[src/rtl/sfu_seq.sv]
// Output-stage sequencer: for each output pixel, clears the SFU array, streams the
// nine kernel-position psum words into it, applies ReLU and writes the result row.
module sfu_seq #(
  parameter int col     = 8,
  parameter int psum_bw = 16,
  parameter int in_w    = 6,
  parameter int o_w     = 4,
  parameter int k_w     = 3,
  parameter int addr_w  = 11
) (
  input  logic                     clk,
  input  logic                     reset,
  input  logic                     start,
  input  logic                     mode,
  output logic                     busy,
  output logic                     done,
  output logic                     psum_rd_en,
  output logic [addr_w-1:0]        psum_rd_addr,
  input  logic [col*psum_bw-1:0]   psum_rdata,
  output logic [col*psum_bw-1:0]   sfu_in,
  output logic                     sfu_acc,
  output logic                     sfu_relu,
  output logic                     sfu_clr,
  output logic                     sfu_mode,
  input  logic [col*psum_bw-1:0]   sfu_out,
  output logic                     out_wr_en,
  output logic [addr_w-1:0]        out_wr_addr,
  output logic [col*psum_bw-1:0]   out_wdata
);

  localparam int kij_num = k_w * k_w;
  localparam int KCW  = $clog2(kij_num + 1);
  localparam int KJW  = $clog2(k_w + 1);
  localparam int OCW  = $clog2(o_w + 1);
  localparam int PIXW = $clog2(o_w * o_w + 1);

  localparam logic [2:0] S_IDLE  = 3'd0;
  localparam logic [2:0] S_CLR   = 3'd1;
  localparam logic [2:0] S_READ  = 3'd2;
  localparam logic [2:0] S_DRAIN = 3'd3;
  localparam logic [2:0] S_RELU  = 3'd4;
  localparam logic [2:0] S_WRITE = 3'd5;

  // Running-base increments: next kernel plane, next kernel row, next output row.
  localparam logic [addr_w-1:0] PLANE_STEP = addr_w'(in_w * in_w);
  localparam logic [addr_w-1:0] KROW_STEP  = addr_w'(in_w - k_w + 1);
  localparam logic [addr_w-1:0] OROW_STEP  = addr_w'(in_w - o_w + 1);
  localparam logic [addr_w-1:0] ADDR_ONE   = addr_w'(1);

  localparam logic [KCW-1:0]  K_LAST   = KCW'(kij_num - 1);
  localparam logic [KCW-1:0]  K_ONE    = KCW'(1);
  localparam logic [KJW-1:0]  KJ_LAST  = KJW'(k_w - 1);
  localparam logic [KJW-1:0]  KJ_ONE   = KJW'(1);
  localparam logic [OCW-1:0]  OC_LAST  = OCW'(o_w - 1);
  localparam logic [OCW-1:0]  OC_ONE   = OCW'(1);
  localparam logic [PIXW-1:0] PIX_LAST = PIXW'(o_w * o_w - 1);
  localparam logic [PIXW-1:0] PIX_ONE  = PIXW'(1);

  logic [2:0]        state_q, state_d;
  logic [KCW-1:0]    kcnt_q, kcnt_d;
  logic [KJW-1:0]    kj_q, kj_d;
  logic [addr_w-1:0] kplane_q, kplane_d;
  logic [addr_w-1:0] koff_q, koff_d;
  logic [OCW-1:0]    ocol_q, ocol_d;
  logic [PIXW-1:0]   pix_q, pix_d;
  logic [addr_w-1:0] pix_base_q, pix_base_d;
  logic              acc_q, acc_d;
  logic              done_q, done_d;
  logic              mode_q, mode_d;

  always_comb begin
    state_d    = state_q;
    kcnt_d     = kcnt_q;
    kj_d       = kj_q;
    kplane_d   = kplane_q;
    koff_d     = koff_q;
    ocol_d     = ocol_q;
    pix_d      = pix_q;
    pix_base_d = pix_base_q;
    mode_d     = mode_q;
    done_d     = 1'b0;
    acc_d      = (state_q == S_READ);
    case (state_q)
      S_IDLE: begin
        if (start) begin
          state_d = S_CLR;
          mode_d  = mode;
        end
      end
      S_CLR: state_d = S_READ;
      S_READ: begin
        if (kcnt_q == K_LAST) begin
          kcnt_d   = '0;
          kj_d     = '0;
          kplane_d = '0;
          koff_d   = '0;
          state_d  = S_DRAIN;
        end else begin
          kcnt_d   = kcnt_q + K_ONE;
          kplane_d = kplane_q + PLANE_STEP;
          if (kj_q == KJ_LAST) begin
            kj_d   = '0;
            koff_d = koff_q + KROW_STEP;
          end else begin
            kj_d   = kj_q + KJ_ONE;
            koff_d = koff_q + ADDR_ONE;
          end
        end
      end
      S_DRAIN: state_d = S_RELU;
      S_RELU:  state_d = S_WRITE;
      S_WRITE: begin
        if (pix_q == PIX_LAST) begin
          pix_d      = '0;
          ocol_d     = '0;
          pix_base_d = '0;
          done_d     = 1'b1;
          state_d    = S_IDLE;
        end else begin
          pix_d   = pix_q + PIX_ONE;
          state_d = S_CLR;
          if (ocol_q == OC_LAST) begin
            ocol_d     = '0;
            pix_base_d = pix_base_q + OROW_STEP;
          end else begin
            ocol_d     = ocol_q + OC_ONE;
            pix_base_d = pix_base_q + ADDR_ONE;
          end
        end
      end
      default: state_d = S_IDLE;
    endcase
  end

  always_ff @(posedge clk) begin
    if (reset) begin
      state_q    <= S_IDLE;
      kcnt_q     <= '0;
      kj_q       <= '0;
      kplane_q   <= '0;
      koff_q     <= '0;
      ocol_q     <= '0;
      pix_q      <= '0;
      pix_base_q <= '0;
      acc_q      <= 1'b0;
      done_q     <= 1'b0;
      mode_q     <= 1'b0;
    end else begin
      state_q    <= state_d;
      kcnt_q     <= kcnt_d;
      kj_q       <= kj_d;
      kplane_q   <= kplane_d;
      koff_q     <= koff_d;
      ocol_q     <= ocol_d;
      pix_q      <= pix_d;
      pix_base_q <= pix_base_d;
      acc_q      <= acc_d;
      done_q     <= done_d;
      mode_q     <= mode_d;
    end
  end

  // acc trails the read strobe by the fixed one-cycle SRAM latency.
  assign busy         = (state_q != S_IDLE);
  assign done         = done_q;
  assign psum_rd_en   = (state_q == S_READ);
  assign psum_rd_addr = psum_rd_en ? (kplane_q + koff_q + pix_base_q) : '0;
  assign sfu_in       = psum_rdata;
  assign sfu_acc      = acc_q;
  assign sfu_relu     = (state_q == S_RELU);
  assign sfu_clr      = (state_q == S_CLR);
  assign sfu_mode     = mode_q;
  assign out_wr_en    = (state_q == S_WRITE);
  assign out_wr_addr  = addr_w'(pix_q);
  assign out_wdata    = sfu_out;

endmodule

[config.mk]
export PLATFORM = sky130hd
export DESIGN_NAME = sfu_seq
export DESIGN_NICKNAME = d
export VERILOG_FILES = /design/src/rtl/sfu_seq.sv
export SDC_FILE = /design/constraint.sdc
export NUM_CORES = 1
export LEC_CHECK = 0
export CAP_MARGIN = 20
export CORE_AREA = 3 3 209 211
export CTS_CLUSTER_SIZE = 30
export DETAILED_ROUTE_END_ITERATION = 10
export DIE_AREA = 0 0 212 214
export PLACE_DENSITY = 0.44
export SETUP_SLACK_MARGIN = 0.1
export SLEW_MARGIN = 0
export SYNTH_ARGS = -nofsm -noshare
export SYNTH_HDL_FRONTEND = slang
export SYNTH_SLANG_ARGS = --single-unit
[constraint.sdc]
create_clock -name clk -period 2.8 [get_ports clk]
set_input_delay 0.56 -clock clk [delete_from_list [all_inputs] [get_ports clk]]
set_output_delay 0.56 -clock clk [all_outputs]
set_load 0.02 [all_outputs]
Word level (Yosys, flattened, before mapping)

Cells that the tools add are included.

Register bits: 53
Logic and storage cells: 56
Output and inout bits: 286

$add $sub $neg: 11
Eq/ne operators: 11
Bitwise operators: 1
Muxes and demuxes: 17
Reduce and logical (&&, ||, !) cells: 5

Operators by type and width:

| operator                                                         | count |
|---|---|
| 11-bit 2-to-1 mux                                                | 6 |
| 11-bit by 1-bit adder with 11-bit output (second input constant) | 2 |
| 11-bit adder                                                     | 2 |
| 3-bit case mux with 6 select lines                               | 1 |
| 3-bit 2-to-1 mux                                                 | 4 |
| 11-bit by 2-bit adder with 11-bit output (second input constant) | 1 |
| 11-bit by 3-bit adder with 11-bit output (second input constant) | 1 |
| 11-bit by 6-bit adder with 11-bit output (second input constant) | 1 |
| 3-bit by 2-bit == test with 1-bit output (second input constant) | 3 |
| 3-bit == test (second input constant)                            | 2 |
| 5-bit by 1-bit adder with 5-bit output (second input constant)   | 1 |
| 5-bit by 4-bit == test with 1-bit output (second input constant) | 1 |
| 5-bit 2-to-1 mux                                                 | 1 |
| 4-bit by 1-bit adder with 4-bit output (second input constant)   | 1 |
| 4-bit == test (second input constant)                            | 1 |
| 2-bit 2-to-1 mux                                                 | 2 |
| 4-bit 2-to-1 mux                                                 | 1 |
| 2-bit AND reduction                                              | 2 |
| 3-bit by 1-bit adder with 3-bit output (second input constant)   | 1 |
| 3-bit by 1-bit == test with 1-bit output (second input constant) | 1 |
| 3-bit zero test                                                  | 1 |
| 3-bit nonzero test                                               | 1 |
| 2-bit by 1-bit adder with 2-bit output (second input constant)   | 1 |
| 2-bit == test (second input constant)                            | 1 |
| other kinds (5)                                                  | 6 |

Longest topological paths before layout

Gate-level depths: netlist of the first run.

Depth in word-level cells: 3
Gate-level depth with buffers: 9
Mapped depth without buffers: 9

Worst setup path before layout of the first run

No wires, ideal clock.

Path type: reg2out
Start: register kplane_q[3]
End: output port psum_rd_addr[9]
Setup slack: -0.073 ns
Buffers on the path: 0
Cell stages (with the launch flop): 8
Required time: 2.240 ns
Arrival time: 2.313 ns
Cells stage by stage: dfxtp_1 > fa_1 > ha_1 > nor2b_1 > o2111ai_1 > nand4b_1 > o31ai_1 > mux2i_1

Word-level cells in the longest chain between the ends: 3

Ends and longest elaborated chain:

| item                       | line | text |
|---|---|---|
| from (decl)                | 62   | `logic [addr_w-1:0] kplane_q, kplane_d;` |
| from (signal assigned)     | 152  | `kplane_q <= kplane_d;` |
| 11-bit adder (2 in series) | 167  | `assign psum_rd_addr = psum_rd_en ? (kplane_q + koff_q + pix_base_q) : '0;` |
| 11-bit 2-to-1 mux          | 167  |  |
| to (decl)                  | 18   | `output logic [addr_w-1:0] psum_rd_addr,` |

No other way between the ends.

Worst setup path in the final report of the first run

Same ends and word-level chain as after synthesis.

==> results of run 1 <==
-- metal layers --
metal  global-route usage  up-vias  share of wire
li1                     -     1398              -
met1               0.0636     1369           0.36
met2               0.0889      209           0.42
met3               0.0341      114           0.13
met4               0.0536        2          0.089
met5              0.00862        -         0.0037
-- cells in the final DEF (no fill, tap or decap), types with 7 or more instances in the layout --
| cell | n |
|---|---|
| a21oi_1 | 30 |
| buf_4 | 64 |
| clkdlybuf4s50_1 | 16 |
| dfxtp_1 | 46 |
| fa_1 | 9 |
| ha_1 | 16 |
| inv_1 | 11 |
| nand2_1 | 24 |
| nand3_1 | 8 |
| nor2_1 | 53 |
| nor2b_1 | 7 |
| nor3_1 | 9 |
| o21ai_0 | 19 |
| xnor2_1 | 8 |
| xor2_1 | 15 |
-- power by group through the flow --
stage                     logic, uW  registers (uW)  clock network (uW)
after floorplan                 679             776                   0
after global placement          229             770                   0
after detailed placement        228             771                   0
after CTS                       237             754                 729
after global routing            261             757                 744
final                           233             754                 687
-- tightest hold or removal path, delay by kind of cell, from the launching register on --
family	cells	cell delay (ns)
AND/OR/NAND/NOR	2	0.09
flip-flops	1	0.32
-- registers in the layout, summed over array words and instances, names as in the netlist, 2 cells and up --
signal      flops
ocol_q          3
koff_q         11
kj_q            2
state_q         3
kplane_q        9
pix_base_q     11
pix_q           5
kcnt_q          4
-- worst max-delay path by stage --
stage	slack, ns	end
global placement	-0.42	psum_rd_addr[8]
finish	-0.47	psum_rd_addr[9]
global route	-0.61	psum_rd_addr[9]
CTS	-0.48	psum_rd_addr[9]
floorplan	0.02	psum_rd_addr[9]
detailed placement	-0.47	psum_rd_addr[8]
-- layout make-up --
| type | instances | share of cell area |
|---|---|---|
| clock buffer | 5 | 0.0268 |
| timing repair buffer | 86 | 0.151 |
| inverter | 13 | 0.0115 |
| clock inverter | 3 | 0.00617 |
| sequential | 51 | 0.220 |
| tap | 539 | 0.145 |
| antenna | 1 | 0.000537 |
| multi-input combinational | 284 | 0.439 |
-- stage by stage --
step / power [uW] / instance area, um2 / cells / setup TNS, ns / worst slack, ns
2_1_floorplan: 1450 / 5080 / 624 / 0 / 0.0204
3_3_place_gp: 999 / 4360 / 966 / -2.18 / -0.419
3_5_place_dp: 999 / 4360 / 966 / -2.40 / -0.466
4_1_cts: 1720 / 4630 / 980 / -2.10 / -0.485
5_1_grt: 1760 / 4660 / 981 / -3.22 / -0.615
6_report: 1670 / 4660 / 982 / -2.14 / -0.474
-- timing repair --
item / CTS / global route
setup buffers: 7 / 2
resized for setup: 55 / 7
gates cloned: 0 / 0
pin swaps: 15 / 7
hold endpoints to repair: 0 / 0
endpoints found under the setup margin: 11 / 8
-- kinds of logic (layout without fill, tap and decap cells) --
group / count (synthesis) / in the layout / share of synthesized area
buf+inv: 289 / 107 / 0.419
simple gates: 144 / 144 / 0.147
compound gates: 78 / 78 / 0.0942
flops: 51 / 51 / 0.203
fa+ha+maj: 30 / 30 / 0.0898
xor+xnor: 24 / 24 / 0.0419
mux: 2 / 2 / 0.00399
other cells: 1 / 7 / 0.000747
==> results.md, run 1 <==
* Outcome: finished, violations left
* Violated checks: negative setup slack
* Clock buffer count from CTS at 5
* Hold-fix buffers at CTS at 0
* Dominant cell type by area after synthesis: buf_4
* RSZ-0062 raised after global routing: yes
* Post-route setup slack at -0.474 ns
* FFs w/ async S/R, synth at 0
* Final Hold Viols at 0
* WL/cell at 14.7 um
* Top-count cell post-synth: buf_4
* Worst path depth at 10
* Finish-stage setup viols at 7
* Post-layout util at 0.111
* Most instantiated cells after synthesis: buf_4, nor2_1, dfxtp_1
* CP endpoint kind: primary output
* Antenna-violating nets left at 0
* GRT Overall Usage at 0.0617
* Grt ovf at 0
* Clock network power share at 0.410
* Die Width at 212 um
* Crit. Startpoint: kplane_q[3]
* Worst Clk Skew at 0.0143 ns
* Vias in the first global route at 3076
* FF-to-FF Start: ocol_q[0]
* Synth Cell Area at 5020 um2
* CP Data Arrival Time at 2.71 ns
* Post-Route WL at 14500 um
* Area growth, synth to finish at -7.11%
* Worst path max stage delay at 0.58 ns
* Std cell rows at 75
* Synth top area cells: buf_4, dfxtp_1, ha_1
* Worst Path Required at 2.24 ns
* Clk_lat worst skew at 0.31 ns
* Worst-Margin Slew at 0.542 ns
* Sw power at 492 uW
* Critical-path cell list: fa_1 > ha_4 > buf_6 > nor2b_4 > o2111ai_2 > nand4b_1 > buf_4 > o31ai_4 > mux2i_2 > buf_4
* R2R depth at 9
* Avg Inst Size Synth at 8.11 um2
* Number of clock sinks at 51
* Top cell by count, worst path: buf_4
* Max Cap Viol at 0
* Leakage power at 0.00176 uW
* Post-detail-place hpwl at 11700 um
* Slew headroom at 0.637
* Layout Nets at 731
* Slowest CP cell: fa_1
* Top cell type's share of synthesized area at 0.396
* Reg2reg setup slack at 0.65 ns
* Clk Tree Root Cell: clkbuf_16
* Worst hold start: ocol_q[2]
* Worst min path class: reg2reg
* Shortest period the worst path allows at 3.27 ns
* Initial antenna violation count at 0
* Count of flip-flops with a built-in enable after synthesis at 0
* PD cells at 359 nW/um2
* Critical path buffers and inverters at 3
* Reg-to-reg critical path endpoint: pix_base_q[8]
* Starting Density at 0.120
* Vias/cell at 3.15
* Remaining DRCs at 0
* Peak supply drop at 0.209 mV
* Crit-path max FO at 2
* Switching part of the total at 0.294
* First-pass GRT wire length at 20600 um
* Chip Height at 214 um
* Seq/Total Area, Yosys at 0.203
* CTS tree: done
* Synth Flop Type: dfxtp_1
* Final period utilization at 1.17
* Flop pwr share at 0.450
* Library cells used by synthesis at 51
* Share of layout cells above drive strength 1 at 0.235
* Crit start category: register
* Reg area at 1030 um2
* Clock H-tree levels at 2
* Achievable Freq at 305 MHz
* Max Slew Vio Count at 0
* Core area at 41900 um2
* Reg clk slew, reported paths at 0.08 ns
* Logic pwr share at 0.139
* Clock buffer depth at 2
* Detailed-route via count at 3092
* Port buffer count at 27
* Pint at 1180 uW
* Fillcell total at 4790
* DIE AREA at 45400 um2
* Total I/O pin count at 546
* Iter 0 DRT Violations at 85
* Largest net degree at the start of global routing at 19
* Hold Path Sink: ocol_q[2]
* Crit path max-delay family: adder cells
* Multi-input logic area at 2050 um2
* Seq cells post-synth at 51
* GP Congestion at 0.705
* Final hold slack at 0.444 ns
* Drt first pass iters at 4
* Cell count after synthesis at 619
* Synthesis Warnings at 0
* WHS Path Cells at 2
* Setup CP Type: reg2out
Note: power is estimated with default switching activity, not from simulation.
==> inputs of run 2 (changes only) <==
==> constraint.sdc (replaced) <==
create_clock -name clk -period 2.8 [get_ports clk]
set_input_delay 0.56 -clock clk [delete_from_list [all_inputs] [get_ports clk]]
set_output_delay 0.56 -clock clk [all_outputs]
set_load 0.05 [all_outputs]
==> results.md, run 2 (same netlist as run 1, synthesis figures left out) <==
* Clock H-tree levels at 2
* Max Slew Vio Count at 0
* Crit start category: register
* Post-Route WL at 14100 um
* Worst min path class: reg2reg
* DIE AREA at 45400 um2
* Detailed-route via count at 3046
* First-pass GRT wire length at 19900 um
* Total I/O pin count at 546
* Chip Height at 214 um
* Shortest period the worst path allows at 3.14 ns
* Hold-fix buffers at CTS at 0
* Finish-stage setup viols at 6
* Reg clk slew, reported paths at 0.09 ns
* Fillcell total at 4817
* Vias/cell at 3.17
* Worst hold start: ocol_q[2]
* Worst-Margin Slew at 1.03 ns
* Largest regs: koff_q: 11 flops, pix_base_q: 11 flops, kplane_q: 9 flops
* Grt ovf at 0
* Slew headroom at 0.308
* Achievable Freq at 318 MHz
* Post-route setup slack at -0.343 ns
* CTS tree: done
* RSZ-0062 raised after global routing: yes
* Iter 0 DRT Violations at 132
* Antenna-violating nets left at 0
* Share of layout cells above drive strength 1 at 0.220
* Final instance area at 4690 um2
* CP endpoint kind: primary output
* Slowest CP cell: fa_1
* Area growth, synth to finish at -6.61%
* Placed Area at 4370 um2
* Crit-path max FO at 2
* Clk Tree Root Cell: clkbuf_16
* Clock buffer depth at 2
* Final hold slack at 0.438 ns
* Number of clock sinks at 51
* Largest net degree at the start of global routing at 23
* Post-detail-place hpwl at 11200 um
* GRT Overall Usage at 0.0604
* CP Data Arrival Time at 2.58 ns
* Final period utilization at 1.12
* WHS Path Cells at 2
* Most common cell after layout, fill and taps aside: nor2_1
* Most frequent cells in the layout: nor2_1, dfxtp_1, buf_4, a21oi_1, nand2_1
* FF-to-FF Start: pix_q[0]
* Core area at 41900 um2
* Clk_lat worst skew at 0.31 ns
* Port buffer count at 27
* Worst Clk Skew at 0.0161 ns
* Die Width at 212 um
* Reg area at 1030 um2
* Antenna diodes at 0
* PD cells at 385 nW/um2
* Outcome: finished, violations left
* Remaining DRCs at 0
* Starting Density at 0.120
* Drt first pass iters at 4
* Layout Nets at 711
* Multi-input logic area at 2080 um2
* Hold Path Sink: ocol_q[2]
* Crit path max-delay family: adder cells
* WL/cell at 14.7 um
* Violated checks: negative setup slack
* Max Cap Viol at 0
* Reg2reg setup slack at 0.45 ns
* Critical path buffers and inverters at 1
* Setup TNS at -1.64 ns
* Vias in the first global route at 3035
* Crit. Startpoint: pix_base_q[3]
* Clock buffer count from CTS at 5
* Setup CP Type: reg2out
* Post-Place Setup Slack at -0.131 ns
* Worst path max stage delay at 0.57 ns
* Final Hold Viols at 0
* GP Congestion at 0.696
* Critical-path cell list: fa_1 > ha_4 > nor2b_4 > o2111ai_2 > nand4b_1 > o31ai_2 > mux2i_2 > buf_12
* Initial antenna violation count at 0
* Peak supply drop at 0.184 mV
* Reg-to-reg critical path endpoint: pix_base_q[2]
* R2R depth at 6
* Std cell rows at 75
* Leakage power at 0.00171 uW
* Worst Path Required at 2.24 ns
## run 2: changes by cell type in the layout (fill, tap and decap cells not counted), sizes merged
cell,change
dlygate4sd2,-2
bufinv,+1
buf,-17
diode,-1
clkbuf,+2
clkinv,-2
clkdlybuf4s50,-2
## run 2: worst max-delay path by stage
stage / end / slack, ns / depth (start not counted)
after floorplan: psum_rd_addr[9] / -0.32 / 7
after global placement: psum_rd_addr[9] / -0.13 / 8
after detailed placement: psum_rd_addr[9] / -0.13 / 8
after CTS: psum_rd_addr[9] / -0.43 / 8
after global routing: psum_rd_addr[9] / -0.46 / 8
final: psum_rd_addr[9] / -0.34 / 8
## run 2: worst register-to-register path, stage by stage, from the launching register on
cell	delay (ns)
dfxtp_1	0.43
ha_1	0.20
nand3_1	0.32
o21ai_1	0.93
nor3_1	0.09
a21oi_1	0.16
nor2_1	0.09
## run 2: per-stage QoR
stage / util / instances / total power, uW
finish: 0.112 / 961 / 1810
global placement: 0.104 / 950 / 1040
detailed placement: 0.104 / 950 / 1040
floorplan: - / 624 / 1940
CTS: 0.111 / 960 / 1870
global route: 0.112 / 961 / 1910
## run 2: where the power goes
group | total [uW] | switching (uW) | leakage (uW) | internal [uW]
registers | 754 | 11.7 | 0.000415 | 742
logic | 264 | 175 | 0.00121 | 88.7
clock network | 788 | 337 | 0.0000875 | 452
total | 1810 | 523 | 0.00171 | 1280
## run 2: timing repair
action / 4_1_cts / 5_1_grt
gates resized for setup: 18 / 6
pin swaps: 9 / 7
endpoints found under the setup margin: 9 / 8
buffers inserted: 2 / 1
## run 2: cell type report
class / instances / area share
clock buffer: 6 / 0.0296
clock inverter: 2 / 0.00828
inverter: 13 / 0.0115
multi-input combinational: 284 / 0.444
sequential: 51 / 0.220
tap: 539 / 0.144
timing repair buffer: 66 / 0.143
## run 2: per-layer routing
metal  GRT usage  routed length (um)  vias up
met1      0.0614                5120     1368
met5           0                   0        -
li1            -                   -     1352
met3      0.0309                1670      128
met2      0.0885                6070      198
met4      0.0572                1260        0
